File: src/rtl/onehot_scan_decoder.sv
// Registered, handshaked one-hot decoder: DIRECT single-index decode or SCAN walk across a wrapping window.
// Define ONEHOT_SCAN_ABORT_EN to add an abort input that terminates an active command early.
module onehot_scan_decoder #(
  parameter int unsigned OUT_DW = 8,
  parameter int unsigned IN_DW  = $clog2(OUT_DW)
) (
  input  logic              clk,
  input  logic              rst,
`ifdef ONEHOT_SCAN_ABORT_EN
  input  logic              abort,
`endif
  input  logic              in_valid,
  output logic              in_ready,
  input  logic              in_mode,
  input  logic [IN_DW-1:0]  in_data,
  input  logic [IN_DW:0]    in_len,
  output logic [OUT_DW-1:0] dec_out,
  output logic              dec_valid,
  input  logic              out_ready,
  output logic              busy,
  output logic              done,
  output logic              err
);

  localparam int unsigned      LEN_W    = IN_DW + 1;
  localparam logic [LEN_W-1:0] OUT_DW_L = LEN_W'(OUT_DW);
  localparam logic [IN_DW-1:0] LAST_POS = IN_DW'(OUT_DW - 1);

  typedef enum logic [1:0] {
    S_IDLE,
    S_DIRECT_OUT,
    S_SCAN
  } state_t;

  state_t            state, state_d;
  logic [IN_DW-1:0]  pos, pos_d, pos_inc;
  logic [LEN_W-1:0]  remain, remain_d, eff_len;
  logic [OUT_DW-1:0] dec_d;
  logic              valid_d, busy_d, done_d, err_d;
  logic              abort_req, accept, xfer, in_range;

`ifdef ONEHOT_SCAN_ABORT_EN
  assign abort_req = abort;
`else
  assign abort_req = 1'b0;
`endif

  assign in_ready = (state == S_IDLE) & ~rst;
  assign accept   = in_valid & in_ready;
  assign xfer     = dec_valid & out_ready;
  assign in_range = LEN_W'(in_data) < OUT_DW_L;
  // Zero length and anything beyond the window both mean a full sweep.
  assign eff_len  = ((in_len == '0) || (in_len > OUT_DW_L)) ? OUT_DW_L : in_len;
  // Explicit wrap keeps non-power-of-two windows correct without a modulo.
  assign pos_inc  = (pos == LAST_POS) ? '0 : pos + IN_DW'(1);

  always_ff @(posedge clk) begin
    if (rst) begin
      state     <= S_IDLE;
      pos       <= '0;
      remain    <= '0;
      dec_out   <= '0;
      dec_valid <= 1'b0;
      busy      <= 1'b0;
      done      <= 1'b0;
      err       <= 1'b0;
    end else begin
      state     <= state_d;
      pos       <= pos_d;
      remain    <= remain_d;
      dec_out   <= dec_d;
      dec_valid <= valid_d;
      busy      <= busy_d;
      done      <= done_d;
      err       <= err_d;
    end
  end

  always_comb begin
    state_d  = state;
    pos_d    = pos;
    remain_d = remain;
    dec_d    = dec_out;
    valid_d  = dec_valid;
    done_d   = 1'b0;
    err_d    = 1'b0;

    unique case (state)
      S_IDLE: begin
        if (accept) begin
          if (!in_mode) begin
            dec_d   = in_range ? (OUT_DW'(1) << in_data) : '0;
            valid_d = 1'b1;
            err_d   = ~in_range;
            state_d = S_DIRECT_OUT;
          end else if (!in_range) begin
            err_d = 1'b1;
          end else begin
            pos_d    = in_data;
            remain_d = eff_len;
            dec_d    = OUT_DW'(1) << in_data;
            valid_d  = 1'b1;
            state_d  = S_SCAN;
          end
        end
      end

      S_DIRECT_OUT: begin
        if (abort_req || xfer) begin
          dec_d   = '0;
          valid_d = 1'b0;
          done_d  = 1'b1;
          state_d = S_IDLE;
        end
      end

      S_SCAN: begin
        if (abort_req || (xfer && (remain <= LEN_W'(1)))) begin
          dec_d   = '0;
          valid_d = 1'b0;
          done_d  = 1'b1;
          state_d = S_IDLE;
        end else if (xfer) begin
          pos_d    = pos_inc;
          dec_d    = OUT_DW'(1) << pos_inc;
          remain_d = remain - LEN_W'(1);
        end
      end

      default: begin
        dec_d   = '0;
        valid_d = 1'b0;
        state_d = S_IDLE;
      end
    endcase

    busy_d = (state_d != S_IDLE);
  end

endmodule
File: config.mk
export PLATFORM = sky130hd
export DESIGN_NAME = onehot_scan_decoder
export DESIGN_NICKNAME = d
export VERILOG_FILES = /design/src/rtl/onehot_scan_decoder.sv
export SDC_FILE = /design/constraint.sdc
export NUM_CORES = 1
export LEC_CHECK = 0
export BUFFER_PORTS_ARGS = -buffer_cell sky130_fd_sc_hd__buf_2
export CORE_MARGIN = 2
export CORE_UTILIZATION = 50
export CTS_CLUSTER_SIZE = 25
export DETAILED_ROUTE_END_ITERATION = 8
export GPL_TIMING_DRIVEN = 0
export PLACE_DENSITY = 0.73
export SYNTH_ARGS = -nofsm -noshare
export SYNTH_HDL_FRONTEND = slang
export SYNTH_SLANG_ARGS = --single-unit
File: constraint.sdc
create_clock -name clk -period 4.95 [get_ports clk]
set_input_delay 0.495 -clock clk [delete_from_list [all_inputs] [get_ports clk]]
set_output_delay 0.495 -clock clk [all_outputs]
set_load 0.05 [all_outputs]
======== After elaboration in Yosys (flattened, before gate mapping) ========
Index checks and enable logic that the tools add are counted.
storage, ports and cells
  bits in registers ....................... 20
  bits in latches ......................... 0
  bits in writable memories ............... 0
  ROM bits ................................ 0
  input port bits ......................... 12
  output and inout port bits .............. 13
  logic and storage cells ................. 65
  memories ................................ 0
operators by class
  add/sub/neg operators ................... 2
  $mul .................................... 0
  divide/modulo/power cells ............... 0
  magnitude comparators ................... 2
  equality and inequality tests ........... 10
  shifts and indexed selects .............. 2
  muxes and demuxes ....................... 29
  bitwise logic cells ..................... 4
  reduce and logical (&&, ||, !) cells .... 9
operators with widths
  cell                   count
  $mux W8                4
  $pmux W8 S3            1
  $mux W4                5
  $shl A1 B3 Y8 const A  2
  $mux W3                5
  $ne A2 B2 Y1 const B   6
  $mux W2                4
  $pmux W4 S2            1
  $pmux W2 S3            1
  $pmux W3 S2            1
  $reduce_and A3 Y1      2
  $mux W1                5
  $reduce_and A5 Y1      1
  $gt A4 B4 Y1 const B   1
  $le A4 B1 Y1 const B   1
  $logic_not A4 Y1       1
  $reduce_bool A2 Y1     2
  $sub A4 B1 Y4 const B  1
  $add A3 B1 Y3 const B  1
  $and A1 B1 Y1          3
  $eq A3 B3 Y1 const B   1
  $ne A3 B3 Y1 const B   1
  $pmux W1 S3            1
  $eq A2 B1 Y1 const B   1
  6 further kinds        6

======== Logic depth before layout (Yosys ltp) ========
  word-level depth ........................ 6
  depth in mapped cells ................... 8

======== Worst setup path after synthesis ========
Ideal clock, no wire load.
  kind .................................... register -> output
  start point ............................. register state[1]
  end point ............................... output in_ready
  arrival ................................. 1.453 ns
  data required time ...................... 4.455 ns
  path slack .............................. 3.002 ns
  cell stages (with the launch flop) ...... 5
  path buffers ............................ 1
  cell sequence ........................... dfxtp_1 inv_1 ha_1 buf_2 nor2b_1
on the way
  cells in the longest elaborated chain, start to end .. 2
RTL lines
  item                    RTL line  source
  from (decl)             35        state_t state, state_d;
  from (signal assigned)  68        state <= state_d;
  $logic_not A2 Y1        48        assign in_ready = (state == S_IDLE) & ~rst;
  $and A1 B1 Y1           48
  to (decl)               13        output logic in_ready,
Every way passes these cells.

======== Worst setup path after layout ========
Same ends and word-level chain as after synthesis.

==> metrics.md <==
| Metric | Value |
|---|---|
| Main combinational cell family by area after synthesis | compound AO/OA/AOI/OAI gates |
| Syn Nets | 173 |
| R2R Setup Slk | between 2 and 3 ns |
| RSZ-0062 raised after global routing | no |
| Post-route cell area | 1500 sq um |
| Grt ovf | 0 |
| Average cell area after synthesis | 8.68 sq um |
| Maximum vdd drop | around 0.24 mV |
| Seq cells post-synth | 20 |
| Worst reg2reg endpoint | pos[0]$_SDFFE_PP0P_ |
| Sequential area share after synthesis | 30.9% |
| Setup total negative slack | 0 ns |
| Top sig layer | met4 |
| Post-CTS Setup Inserts | 0 |
| WP data required | 4.45 ns |
| Inst Count DP | approximately 200 |
| Hold Path Stages | 3 |
| Mapped Cells | 149 |
| Synth Area in Compound Gates | 31.1% |
| End point of the worst hold path | remain[0]$_SDFFE_PP0P_ |
| Pwr Density | 320 nW/um^2 |
| WL final | 3.02 mm |
| IO Port Bufs | 23 |
| Post-synthesis mux area share | 0.870% |
| Root Buffer | clkbuf_4 |
| Max Clock Freq | approximately 480 MHz |
| Clock Path Buffers | 2 |
| Post-synth EDFFs | 0 |
| Final core utilization | 61.1% |
| Routed wl met2 | ~1.4 mm |
| Async S/R FF share, synth | 0% |
| Post-Synth Simple-Gate Area | between 15 and 20% |
| Status | complete, no violations |
| Slew @ Worst Pin | 0.541 ns |
| CTS Hold Bufs | 0 |
| Worst setup SP type | flop |
| CP Capture Type | primary output |
| Io pins | 25 |
| Largest area contributor in the netlist | dfxtp_1 |
| Initial antenna violation count | 0 |
| HPWL Detailed | 2.36 mm |
| DRC errors left | 0 |
| Initial Util | 52.7% |
| DR pass1 iterations | 4 |
| Clk slew on worst S/H paths | 0.12 ns |
| Routed met3 length | 204 um |
| Synth cell types | 44 |
| Die Wd | 54.9 um |
| Total vias in the final route | between 1000 and 1500 |
| Period utilization | 42.1% |
| Arrival time at the worst endpoint | around 1.6 ns |
| Mapped cell area | 1290 sq um |
| Met1 WL | 1.37 mm |
| CTS resizes | 0 |
| Routed Antenna Nets | 0 |
| Final worst setup slack | 2.86 ns |
| Final std cells w/o fill | 206 |
| Yosys warns | 0 |
| H-Tree Depth | 1 |
| Vias in the first global route | between 1000 and 1500 |
| R2R Path Start | state[0]$_SDFF_PP0_ |
| Clock sinks | 20 |
| # setup viols final | 0 |
| Tot GR Track Use | 23.3% |
| Worst-Skew Late Latency | 0.30 ns |
| Relative slew slack | 63.8% |
| Initial DRC count | 32 |
| Tmin final | 2.09 ns |
| Area grow syn2layout | 15.9% |
| Routability cong. | 0.918 |
| Inserted Clock Buffers | 3 |
| R2R cell count | 7 |
| Path type of the worst min-delay path | input pin to flop |
| Share of the synthesized area in the top cell type | 30.9% |
| Ant. Diodes | 0 |
| Share of post-route cells with drive strength above 1 | 22.7% |
| Min-Delay Startpoint | in_len[0] |
| Drt wl/cell | 14.6 um |
| Ranking of synthesized cells by area | dfxtp_1 (31%), ha_1 (12%), o2bb2ai_1 (6.1%), nor2_1 (4.1%), inv_1 (3.5%) |
| CTS tree | yes |
| Hold Vio Cnt, Final | 0 |
| First-pass GRT wire length | ~5.1 mm |
| Dpl cell area | roughly 1400 sq um |
| Vias/cell | 5.93 |
| Max-cap viol count | 0 |
| CORE AREA | roughly 2500 sq um |
| # rows | 18 |
| Leak Pwr | 0.647 nW |
| Adder-Cell Fraction of Synth Area | between 10% and 20% |
| NumNets Final | 201 |
| Die height | 54.9 um |
| Crit-path max FO | 10 |
| Clk_skew | about 0.0065 ns |
| Die area | 3010 sq um |
| Main synth FF type | dfxtp_1 |
| Critical path class | flop to primary output |
| Post-Synth XOR/XNOR Area | 0% |
| Post-place setup slack | 3.02 ns |
| Pin count of the biggest net entering global routing | 13 |
| Final Max Tran Viols | 0 |
[registers in the layout, summed over array words and instances (netlist names)]
name       flops
busy           1
dec_out        8
dec_valid      1
done           1
pos            3
remain         4
state          2
[final cells by class]
cell class	instances	area [sq um]
Buffer	7	48.8
Clock buffer	3	22.5
Clock inverter	1	30.0
Fill cell	227	956
Inverter	12	45.0
Multi-Input combinational cell	110	800
Sequential cell	20	400
Tap cell	30	37.5
Timing Repair Buffer	23	115
[synth_stat cells (2+ instances only)]
master / number
ha_1: 12
nor2b_1: 5
a2bb2oi_1: 2
a221oi_1: 2
o21ai_0: 3
o2bb2ai_1: 9
or3_1: 2
and3_1: 2
buf_6: 2
dfxtp_1: 20
a21boi_0: 2
a21oi_1: 4
and2_1: 2
inv_1: 12
nand3_1: 4
nor2_1: 14
nand2_1: 11
a211oi_1: 5
buf_2: 3
a31oi_1: 2
o32ai_1: 3
nor3_1: 2
a32oi_1: 5
[layer usage]
metal | vias to the layer above | global-route usage, %
li1 | 606 | -
met3 | 2 | 3.83
met4 | 0 | 9.17
met5 | - | 0
met1 | 573 | 31.8
met2 | 41 | 36.1
[per-stage QoR]
stage	total power [mW]	hold slack (ns)
after floorplan	0.307	0.438
after global placement	0.342	0.443
after detailed placement	0.347	0.445
after CTS	0.480	0.457
after global routing	0.508	0.490
final	0.480	0.465
[critical path: stages (launching register included)]
cell and delay [ns]:
dfxtp_1 0.38, inv_1 0.10, ha_1 0.18, buf_2 0.21
nor2b_1 0.15, buf_2 0.27
[worst max-delay path by stage]
stage	end	start	cells past startpoint
floorplan	in_ready	state[1]$_SDFF_PP0_	4
global placement	remain[2]$_SDFFE_PP0P_	remain[0]$_SDFFE_PP0P_	6
detailed placement	remain[3]$_SDFFE_PP0P_	state[0]$_SDFF_PP0_	7
CTS	in_ready	state[1]$_SDFF_PP0_	5
global route	in_ready	state[1]$_SDFF_PP0_	5
finish	in_ready	state[1]$_SDFF_PP0_	5
[cell families (layout without fill, tap and decap cells)]
group	after synthesis	in the layout
AOI/OAI and AO/OA	49	49
adders and majority gates	12	12
buffers and inverters	19	46
DFF	20	20
muxes	1	1
other	1	1
and+or+nand+nor	47	47
[cell usage in the layout, fill, tap and decap left out, types with 4 or more instances in the layout]
cell / n
buf_2: 26
dfxtp_1: 20
nor2_1: 14
inv_1: 12
ha_1: 12
nand2_1: 11
o2bb2ai_1: 9
nor2b_1: 5
a211oi_1: 5
a32oi_1: 5
a21oi_1: 4
nand3_1: 4
[report_power, final]
group	internal (mW)	switching [mW]
sequential	0.175	0.0121
combinational	0.0564	0.103
clock	0.0818	0.0520
total	0.313	0.167
Note: power is estimated with default switching activity, not from simulation.
